<file path="src/rtl/wptr_full_sync.sv">
// Write-domain pointer, full/almost-full, fill level and sticky overflow for the dual-clock FIFO.
// The read pointer arrives as Gray code and is brought in through a two-flop synchronizer.
module wptr_full_sync #(
    parameter int ADDRSIZE    = 4,
    parameter int AFULL_LEVEL = (1 << ADDRSIZE) - 1
) (
    input  logic                wclk_i,
    input  logic                wrst_ni,
    input  logic                winc_i,
    input  logic                wovf_clr_i,
    input  logic [ADDRSIZE:0]   rptr_i,
    output logic [ADDRSIZE-1:0] waddr_o,
    output logic [ADDRSIZE:0]   wptr_o,
    output logic                wfull_o,
    output logic                w_almost_full_o,
    output logic [ADDRSIZE:0]   wlevel_o,
    output logic                woverflow_o
);

    localparam logic [ADDRSIZE:0] AFULL_THR = AFULL_LEVEL[ADDRSIZE:0];

    logic [ADDRSIZE:0] wbin;
    logic [ADDRSIZE:0] wptr;
    logic [ADDRSIZE:0] wq1_rptr;
    logic [ADDRSIZE:0] wq2_rptr;
    logic [ADDRSIZE:0] wbinnext;
    logic [ADDRSIZE:0] wgraynext;
    logic [ADDRSIZE:0] wq2_rbin;
    logic [ADDRSIZE:0] level_next;
    logic              wen;
    logic              full_val;
    logic              afull_val;
    logic              wfull;
    logic              wafull;
    logic              wovf;
    logic [ADDRSIZE:0] wlevel;

    always_ff @(posedge wclk_i or negedge wrst_ni) begin
        if (!wrst_ni) begin
            wq1_rptr <= '0;
            wq2_rptr <= '0;
        end else begin
            wq1_rptr <= rptr_i;
            wq2_rptr <= wq1_rptr;
        end
    end

    assign wen       = winc_i & ~wfull;
    assign wbinnext  = wbin + {{ADDRSIZE{1'b0}}, wen};
    assign wgraynext = (wbinnext >> 1) ^ wbinnext;

    always_comb begin
        wq2_rbin = '0;
        for (int i = 0; i <= ADDRSIZE; i++) begin
            wq2_rbin[i] = ^(wq2_rptr >> i);
        end
    end

    // Full when the write pointer is exactly one lap ahead: top two Gray bits inverted.
    assign full_val   = (wgraynext == {~wq2_rptr[ADDRSIZE:ADDRSIZE-1], wq2_rptr[ADDRSIZE-2:0]});
    assign level_next = wbinnext - wq2_rbin;
    assign afull_val  = (level_next >= AFULL_THR);

    always_ff @(posedge wclk_i or negedge wrst_ni) begin
        if (!wrst_ni) begin
            wbin   <= '0;
            wptr   <= '0;
            wfull  <= 1'b0;
            wafull <= 1'b0;
            wlevel <= '0;
            wovf   <= 1'b0;
        end else begin
            wbin   <= wbinnext;
            wptr   <= wgraynext;
            wfull  <= full_val;
            wafull <= afull_val;
            wlevel <= level_next;
            wovf   <= (winc_i & wfull) | (wovf & ~wovf_clr_i);
        end
    end

    assign waddr_o         = wbin[ADDRSIZE-1:0];
    assign wptr_o          = wptr;
    assign wfull_o         = wfull;
    assign w_almost_full_o = wafull;
    assign wlevel_o        = wlevel;
    assign woverflow_o     = wovf;

endmodule

</file>
<file path="config.mk">
export PLATFORM = sky130hd
export DESIGN_NAME = wptr_full_sync
export DESIGN_NICKNAME = d
export VERILOG_FILES = /design/src/rtl/wptr_full_sync.sv
export SDC_FILE = /design/constraint.sdc
export NUM_CORES = 1
export LEC_CHECK = 0
export ABC_CLOCK_PERIOD_IN_PS = 3200
export CORE_ASPECT_RATIO = 0.9
export CORE_UTILIZATION = 49
export CTS_BUF_LIST = sky130_fd_sc_hd__clkbuf_16
export CTS_CLUSTER_DIAMETER = 40
export DETAILED_ROUTE_END_ITERATION = 6
export GPL_TIMING_DRIVEN = 0
export HOLD_SLACK_MARGIN = 0.15
export PLACE_DENSITY = 0.87
export SYNTH_ARGS = -nofsm -noshare
export SYNTH_HDL_FRONTEND = slang
export SYNTH_SLANG_ARGS = --single-unit
</file>
<file path="constraint.sdc">
create_clock -name wclk_i -period 3.2 [get_ports wclk_i]
set_input_delay 0.64 -clock wclk_i [delete_from_list [all_inputs] [get_ports wclk_i]]
set_output_delay 0.64 -clock wclk_i [all_outputs]
set_load 0.005 [all_outputs]
</file>
==> flow_metrics.py, run 1 <==
metrics = {
    "clock_network": {
        "hold_buffers": 0,
        "cts.sinks": 27,
        "cts_tree": "done",
        "clock_latency_ns": 0.26,
        "clk_pin_slew_ns": 0.06,
        "cts_root_buf": "clkbuf_16",
        "clockBufferDepth": 2,
        "post_cts.repair.setup_buffers": 0,
        "cts_buffers": 3,
        "htreeDepth": 1,
    },
    "synthesis": {
        "syn-cell-area_sq_mm": 0.00119,
        "syn_nets": 101,
        "ys_ff_latch": 27,
        "syn-mean-instance-area_sq_um": 13.9,
        "synth_cell_types": 27,
        "synth_seq_area_share_pct": 56.7,
        "yosys_warnings": 0,
        "syn_inst": 86,
    },
    "detailed_routing": {
        "wl_microns": 2050,
        "routedWlPerCell_microns": 14.5,
        "vias_per_cell": 5.11,
        "dr.pass1.iters": 4,
        "antenna_left": 0,
        "drtIter0Drc": 5,
        "vias": 725,
        "drcViolationCount": 0,
    },
    "setup_path": {
        "path_class": "in -> reg",
        "worst-path-buf-inv": 2,
        "startpoint_type": "input pin",
        "crit_chain": "clkdlybuf4s50_1, and3b_1, and3_1, xnor2_2, inv_1, ha_1, nor2b_1, a221o_2, xnor2_1, a41o_1",
        "rr_worst_depth": 9,
        "crit_fanout": 4,
        "crit_slowest_cell": "clkdlybuf4s50_1",
        "critPathRequiredTime_ns": 3.35,
        "cp.arrival_ns": 3.13,
        "crit_family": "simple AND/OR/NAND/NOR gates",
        "max_stage_delay_ns": 0.49,
        "crit_cells": 10,
        "critPathCaptureType": "register",
    },
    "timing": {
        "hold_viol": 0,
        "maxSlewViolCount": 0,
        "period_minus_slack_ns": 2.98,
        "setup_violations": 0,
        "worst_pin_slew_ns": 1.12,
        "fin_crit_sh_pct": 93.0,
        "grt_setup_unrepaired": "false",
        "max_freq_mhz": 336,
        "clock-skew-final_ns": 0.00568,
        "slew-limit-headroom_pct": 24.9,
    },
    "floorplan": {
        "die_w_microns": 54.0,
        "dieArea_sq_mm": 0.00263,
        "core_area_sq_mm": 0.00224,
        "num_rows": 16,
        "design.portCount": 26,
        "dieHeight_microns": 48.8,
        "start_util_pct": 53.1,
    },
    "place": {
        "place_area_sq_mm": 0.00148,
        "portBuffers": 25,
        "hpwl_microns": 1440,
        "gp_congestion": 0.776,
    },
    "global_routing": {
        "grt_usage_pct": 19.0,
        "grt_overflow": 0,
        "grt_pass1_vias": 762,
        "grt_pass1_wl_microns": 3450,
        "antenna_found_initial": 0,
        "grt_max_degree": 28,
    },
    "pwr": {
        "power_frac_seq_pct": 32.2,
        "power_leakage_nw": 0.698,
        "pwr-share-clk_pct": 16.3,
        "power_density_mw_per_mm2": 1090,
        "p_switching_mw": 0.581,
        "p_comb_share_pct": 51.5,
        "p_int_mw": 1.13,
        "swShare_pct": 34.0,
        "ir_drop_mv": 0.715,
    },
    "finish": {
        "postLayoutCellArea_sq_mm": 0.00156,
        "drive_gt1_share_pct": 8.70,
        "num-nets-final": 131,
        "antennaDiodeCount": 0,
        "fin_util_pct": 69.6,
        "syn_to_final_growth_pct": 31.1,
        "fillers": 174,
    },
    "min_path": {
        "hold_path_class": "reg -> reg",
        "whs_path_depth": 0,
    },
    "outcome": {
        "outcome": "finished, final reports clean",
    },
    "job": {
        "cap_violations": 0,
    },
}
==> cells in the final DEF, fill, tap and decap left out, types with 2 or more instances in the layout <==
cell	count
clkdlybuf4s50_1	25
a311oi_1	2
nand3_1	2
dfrtp_1	27
nor2_1	2
and2_1	2
xnor2_1	12
clkbuf_16	3
inv_1	9
xor2_1	5
nor2b_1	3
ha_1	5
==> layout make-up <==
type | instances | area (sq um) | area share (%)
Sequential cell | 27 | 676 | 43.3
Multi-Input combinational cell | 51 | 493 | 31.6
Timing Repair Buffer | 25 | 250 | 16.0
Clock buffer | 3 | 75.1 | 4.81
Tap cell | 27 | 33.8 | 2.16
Inverter | 8 | 30.0 | 1.92
Clock inverter | 1 | 3.75 | 0.240
==> kinds of logic after synthesis <==
group | synth area share (%)
AO/OA/AOI/OAI | 5.99
XOR/XNOR | 19.4
adder cells (fa/ha/maj) | 6.93
buffers and inverters | 2.52
flip-flops | 56.7
multiplexers | 0.840
AND/OR/NAND/NOR | 7.56
==> registers in the layout, summed over array words and instances, names as in the netlist <==
signal / count
wfull_o: 1
wq2_rptr: 5
wq1_rptr: 5
wbin: 5
wptr_o: 4
woverflow_o: 1
wlevel_o: 5
w_almost_full_o: 1
==> power groups by stage <==
stage               sequential, mW  clock, mW  combinational (mW)
floorplan                    0.554          0               0.537
global placement             0.543          0               0.838
detailed placement           0.552          0               0.869
CTS                          0.549      0.282               0.880
global route                 0.569      0.295               0.963
finish                       0.550      0.278               0.879
==> metrics by stage <==
| stage | cells | total power, mW | worst slack (ns) | TNS [ns] | hold slack, ns |
|---|---|---|---|---|---|
| 5_1_grt | 142 | 1.83 | 0.105 | 0 | 0.356 |
| 2_1_floorplan | 86 | 1.09 | 0.560 | 0 | 0.331 |
| 4_1_cts | 142 | 1.71 | 0.150 | 0 | 0.350 |
| 3_3_place_gp | 138 | 1.38 | -0.0218 | -0.0218 | 0.333 |
| 6_report | 142 | 1.71 | 0.222 | 0 | 0.349 |
| 3_5_place_dp | 138 | 1.42 | -0.126 | -0.126 | 0.336 |
==> synth_stat cells <==
cell       count  area share [%]
and2_2         1            0.63
or3b_2         1            0.74
xnor3_1        1             1.9
a31o_2         1            0.74
nand2_1        1            0.31
xor2_1         5             3.7
xor2_4         1             2.3
and2_1         2             1.1
nor2_1         2            0.63
fa_1           1             1.7
nand4_1        1            0.53
and3b_1        1            0.74
nand3_1        2            0.84
xnor3_2        1             2.0
a311oi_1       2             1.5
mux2i_1        1            0.84
nor2b_1        3             1.6
a221o_1        1            0.84
o21ai_0        1            0.42
ha_1           5             5.3
inv_1          8             2.5
and3_1         1            0.53
dfrtp_1       27              57
a41o_1         1            0.84
a221o_2        1            0.95
a2111oi_0      1            0.74
xnor2_1       13             9.6
==> worst paths after layout <==
kind / startpoint / endpoint / slack (ns)
worst max-delay path: winc_i / w_almost_full_o$_DFF_PN0_ / 0.22
worst min-delay path: wq1_rptr[3]$_DFF_PN0_ / wq2_rptr[3]$_DFF_PN0_ / 0.35
worst max register to register: wq2_rptr[4]$_DFF_PN0_ / w_almost_full_o$_DFF_PN0_ / 0.48
worst min register to register: wq1_rptr[3]$_DFF_PN0_ / wq2_rptr[3]$_DFF_PN0_ / 0.35
max in group asynchronous: wrst_ni / wq2_rptr[3]$_DFF_PN0_ / 1.55
min in group asynchronous: wrst_ni / wptr_o[0]$_DFF_PN0_ / 0.98
==> per-layer routing <==
layer / up-vias / wire length, microns / track usage, %
li1: 348 / - / -
met3: 3 / 109 / 4.98
met4: 0 / 30 / 8.12
met5: - / 0 / 0
met1: 346 / 824 / 23.3
met2: 28 / 1090 / 31.1
==> what timing repair did <==
item | in CTS | in global routing
endpoints found under the hold margin | 0 | 0
gates resized for setup | 0 | 1
endpoints found under the setup margin | 0 | 1
(Power assumes the default switching activity.)
==> inputs of run 2 (changes only) <==
Settings changed: CAP_MARGIN from default to 20.
==> run 2 against run 1 <==
Net effect: wire length rose by 0.97%; maximum frequency barely moved; via count rose by 0.41%; sequential power barely moved; clock skew fell by 0.0014 ns; first-iteration DRC count did not move; critical path depth did not move; combinational power rose by 0.8%; setup slack got worse by 0.0010 ns; sequential cell count did not move; global-route usage did not move; non-clock buffer count rose by 1; critical path type unchanged; highest routed layer unchanged.
==> flow_metrics.py, run 2 (synthesized netlist as in run 1, its figures left out) <==
metrics = {
    "clock_network": {
        "clock_latency_ns": 0.26,
        "cts_tree": "done",
        "clockBufferDepth": 2,
        "cts.sinks": 27,
        "post_cts.repair.setup_buffers": 0,
        "cts_root_buf": "clkbuf_16",
        "htreeDepth": 1,
        "cts_buffers": 3,
        "clk_pin_slew_ns": 0.06,
        "hold_buffers": 0,
    },
    "setup_path": {
        "path_class": "in -> reg",
        "crit_family": "simple AND/OR/NAND/NOR gates",
        "crit_cells": 10,
        "cp.arrival_ns": 3.13,
        "startpoint_type": "input pin",
        "crit_slowest_cell": "clkdlybuf4s50_1",
        "crit_chain": "clkdlybuf4s50_1, and3b_1, and3_1, xnor2_2, inv_1, ha_1, nor2b_1, a221o_2, xnor2_1, a41o_1",
        "critPathCaptureType": "register",
        "critPathRequiredTime_ns": 3.35,
        "crit_fanout": 4,
        "rr_worst_depth": 9,
        "max_stage_delay_ns": 0.49,
        "worst-path-buf-inv": 2,
    },
    "detailed_routing": {
        "drcViolationCount": 0,
        "vias_per_cell": 5.09,
        "dr.pass1.iters": 4,
        "wl_microns": 2070,
        "routedWlPerCell_microns": 14.5,
        "drtIter0Drc": 5,
        "vias": 728,
        "antenna_left": 0,
    },
    "finish": {
        "drive_gt1_share_pct": 9.48,
        "num-nets-final": 132,
        "final_cell_mix": "dfrtp_1 (27), clkdlybuf4s50_1 (25), xnor2_1 (12)",
        "antennaDiodeCount": 0,
        "syn_to_final_growth_pct": 33.4,
        "layout_commonest_cell": "dfrtp_1",
    },
    "global_routing": {
        "antenna_found_initial": 0,
        "grt_usage_pct": 19.0,
        "grt_pass1_wl_microns": 3450,
        "grt_overflow": 0,
        "grt_max_degree": 28,
        "grt_pass1_vias": 762,
    },
    "timing": {
        "hold_viol": 0,
        "clock-skew-final_ns": 0.00428,
        "setup_violations": 0,
        "worst_pin_slew_ns": 0.531,
        "maxSlewViolCount": 0,
        "max_freq_mhz": 336,
        "final.setup.worst_slack_ns": 0.221,
        "grt_setup_unrepaired": "false",
        "period_minus_slack_ns": 2.98,
        "fin_hold_ws_ns": 0.349,
        "fin_crit_sh_pct": 93.1,
        "slew-limit-headroom_pct": 63.7,
    },
    "floorplan": {
        "die_w_microns": 54.0,
        "num_rows": 16,
        "dieArea_sq_mm": 0.00263,
        "start_util_pct": 53.1,
        "design.portCount": 26,
        "core_area_sq_mm": 0.00224,
        "dieHeight_microns": 48.8,
    },
    "pwr": {
        "power_leakage_nw": 0.711,
        "power_density_mw_per_mm2": 1080,
        "ir_drop_mv": 0.716,
    },
    "place": {
        "portBuffers": 25,
        "hpwl_microns": 1440,
        "gp_congestion": 0.776,
        "pre_cts_ws_ns": -0.126,
    },
    "min_path": {
        "hold_path_class": "reg -> reg",
        "whs_path_depth": 0,
    },
    "outcome": {
        "outcome": "finished, final reports clean",
    },
    "job": {
        "cap_violations": 0,
    },
}
==> run 2: metal layers <==
metal | track usage [%] | part of all wire (%) | vias to the layer above | routed length [microns]
met5 | 0 | 0 | - | 0
met4 | 8.12 | 1.4 | 0 | 30
met3 | 4.98 | 4.6 | 3 | 96
met2 | 31.1 | 54 | 24 | 1120
met1 | 23.3 | 40 | 350 | 820
li1 | - | - | 351 | -
==> run 2: per-stage QoR <==
step                      cell area, sq um  util, %  TNS (ns)  power (mW)  instances
after floorplan                       1190        -         0        1.09         86
after global placement                1480     65.8   -0.0218        1.38        138
after detailed placement              1480     65.8    -0.126        1.42        138
after CTS                             1550     69.3         0        1.71        142
after global routing                  1590     70.9         0        1.84        143
final                                 1590     70.9         0        1.71        143
==> run 2: where the power goes <==
group / switching, mW / leakage, nW / internal (mW)
combinational: 0.391 / 0.349 / 0.495
clock: 0.109 / 0.0423 / 0.167
sequential: 0.0832 / 0.320 / 0.467
==> run 2: path summary, 6_finish.rpt <==
check,end,slack [ns],startpoint
worst min register to register,wq2_rptr[3]$_DFF_PN0_,0.35,wq1_rptr[3]$_DFF_PN0_
max in group asynchronous,wptr_o[3]$_DFF_PN0_,2.02,wrst_ni
worst max-delay path,w_almost_full_o$_DFF_PN0_,0.22,winc_i
min in group asynchronous,wlevel_o[0]$_DFF_PN0_,0.72,wrst_ni
worst max register to register,w_almost_full_o$_DFF_PN0_,0.48,wq2_rptr[4]$_DFF_PN0_
worst min-delay path,wq2_rptr[3]$_DFF_PN0_,0.35,wq1_rptr[3]$_DFF_PN0_
==> run 2: what timing repair did <==
item | 4_1_cts | 5_1_grt
endpoints found under the setup margin | 0 | 1
endpoints found under the hold margin | 0 | 0
resized for setup | 0 | 1
==> run 2: area by class of cell <==
type                            count  area [sq um]
Sequential cell                    27           676
Fill cell                         169           653
Multi-Input combinational cell     51           493
Timing Repair Buffer               26           278
Clock buffer                        3          75.1
Tap cell                           27          33.8
Inverter                            8          30.0
Clock inverter                      1          3.75
==> inputs of run 3 (changes only) <==
Settings changed: CORE_ASPECT_RATIO 0.9 to default, SKIP_LAST_GASP from default to 1.
==> run 3 against run 2 <==
Net effect: non-clock buffer count did not move; sequential share of layout area rose by 0.17 points; clock skew down 0.0023 ns; sequential power shrank 1%; critical path type unchanged; largest cell class unchanged.
==> flow_metrics.py, run 3 (synthesized netlist as in run 1, its figures left out) <==
metrics = {
    "timing": {
        "slew-limit-headroom_pct": 66.2,
        "final.setup.worst_slack_ns": 0.200,
        "hold_viol": 0,
        "grt_setup_unrepaired": "false",
        "fin_crit_sh_pct": 93.7,
        "setup_violations": 0,
        "maxSlewViolCount": 0,
        "worst_pin_slew_ns": 0.506,
        "clock-skew-final_ns": 0.00196,
        "period_minus_slack_ns": 3.00,
        "max_freq_mhz": 333,
        "fin_hold_ws_ns": 0.348,
    },
    "clock_network": {
        "htreeDepth": 1,
        "clockBufferDepth": 2,
        "clk_pin_slew_ns": 0.06,
        "cts_tree": "done",
        "clock_latency_ns": 0.26,
        "cts_buffers": 3,
        "hold_buffers": 0,
        "cts.sinks": 27,
        "cts_root_buf": "clkbuf_16",
        "post_cts.repair.setup_buffers": 0,
        "cts_resized": 0,
    },
    "global_routing": {
        "grt_max_degree": 28,
        "antenna_found_initial": 0,
        "grt_usage_pct": 17.4,
        "grt_pass1_wl_microns": 3280,
        "grt_overflow": 0,
        "grt_pass1_vias": 794,
    },
    "floorplan": {
        "dieArea_sq_mm": 0.00263,
        "core_area_sq_mm": 0.00225,
        "design.portCount": 26,
        "dieHeight_microns": 51.3,
        "start_util_pct": 52.8,
        "die_w_microns": 51.3,
        "num_rows": 17,
    },
    "detailed_routing": {
        "vias_per_cell": 5.08,
        "antenna_left": 0,
        "drtIter0Drc": 8,
        "drcViolationCount": 0,
        "wl_microns": 1850,
        "vias": 731,
        "dr.pass1.iters": 4,
        "routedWlPerCell_microns": 12.8,
    },
    "pwr": {
        "p_int_mw": 1.13,
        "power_density_mw_per_mm2": 1070,
        "pwr-share-clk_pct": 15.9,
        "p_comb_share_pct": 51.8,
        "power_frac_seq_pct": 32.3,
        "ir_drop_mv": 0.644,
        "p_switching_mw": 0.560,
        "swShare_pct": 33.2,
        "power.total_mw": 1.69,
        "power_leakage_nw": 0.706,
    },
    "setup_path": {
        "critPathRequiredTime_ns": 3.35,
        "worstReg2RegEnd": "w_almost_full_o$_DFF_PN0_",
        "startpoint_type": "input pin",
        "critPathCaptureType": "register",
        "cp.arrival_ns": 3.14,
        "crit_end": "w_almost_full_o$_DFF_PN0_",
        "rr_worst_depth": 9,
        "reg2reg_slack_ns": 0.48,
        "startpoint": "winc_i",
        "path_class": "in -> reg",
        "rr_startpoint": "wq2_rptr[4]$_DFF_PN0_",
        "crit_fanout": 4,
    },
    "place": {
        "portBuffers": 25,
        "hpwl_microns": 1370,
        "pre_cts_ws_ns": -0.0689,
        "gp_congestion": 0.780,
    },
    "finish": {
        "antennaDiodeCount": 0,
        "final_cell_mix": "dfrtp_1 (27), clkdlybuf4s50_1 (25), xnor2_1 (13)",
        "num-nets-final": 132,
        "syn_to_final_growth_pct": 32.9,
        "layout_commonest_cell": "dfrtp_1",
        "drive_gt1_share_pct": 8.62,
    },
    "min_path": {
        "hold_path_class": "reg -> reg",
        "min_from": "wq1_rptr[3]$_DFF_PN0_",
    },
    "job": {
        "cap_violations": 0,
    },
    "outcome": {
        "outcome": "finished, final reports clean",
    },
}
==> run 3: cell count changes in the layout (fill, tap and decap cells not counted) <==
| cell | previous run | this run |
|---|---|---|
| xnor2_1 | 12 | 13 |
| xnor2_2 | 1 | 0 |
==> run 3: final cells by class <==
cell class	count	area, sq um
flip-flops and latches	27	676
fillers	169	672
multi-input cells	51	485
repair buffers	26	278
clock buffers	3	75.1
well taps	28	35.0
inverters	8	30.0
clock inverters	1	3.75
==> run 3: stage by stage <==
step	utilization, %	instance area, sq um	instances	TNS, ns
5_1_grt	70.2	1580	144	0
6_report	70.2	1580	144	0
2_1_floorplan	-	1190	86	0
4_1_cts	69.0	1560	143	0
3_5_place_dp	65.5	1480	139	-0.0689
3_3_place_gp	65.5	1480	139	-0.0217
==> run 3: worst min-delay path by stage <==
stage                                 end  slack, ns  cells after the start
global route        wq2_rptr[1]$_DFF_PN0_       0.35                      0
global placement    wq2_rptr[0]$_DFF_PN0_       0.33                      0
finish              wq2_rptr[3]$_DFF_PN0_       0.35                      0
detailed placement  wq2_rptr[3]$_DFF_PN0_       0.33                      0
floorplan           wq2_rptr[0]$_DFF_PN0_       0.33                      0
CTS                 wq2_rptr[3]$_DFF_PN0_       0.35                      0
==> run 3: power groups by stage <==
stage | Clock, mW | Sequential, mW | Combinational, mW
3_3_place_gp | 0 | 0.543 | 0.838
6_report | 0.269 | 0.544 | 0.873
2_1_floorplan | 0 | 0.554 | 0.537
4_1_cts | 0.277 | 0.545 | 0.879
3_5_place_dp | 0 | 0.550 | 0.872
5_1_grt | 0.295 | 0.556 | 0.981
==> run 3: worst max-delay path, cell delays in order <==
cell and delay (ns):
clkdlybuf4s50_1 0.43, and3b_1 0.23, and3_1 0.23, xnor2_1 0.30, inv_1 0.11, ha_1 0.35, nor2b_1 0.15, a221o_2 0.36
xnor2_1 0.14, a41o_1 0.21
==> run 3: routing by layer <==
metal / wire [microns] / up-vias / global-route usage, %
li1: - / 352 / -
met1: 762 / 342 / 19.8
met2: 951 / 31 / 30.5
met3: 91 / 6 / 2.98
met4: 42 / 0 / 10.4
met5: 0 / - / 0
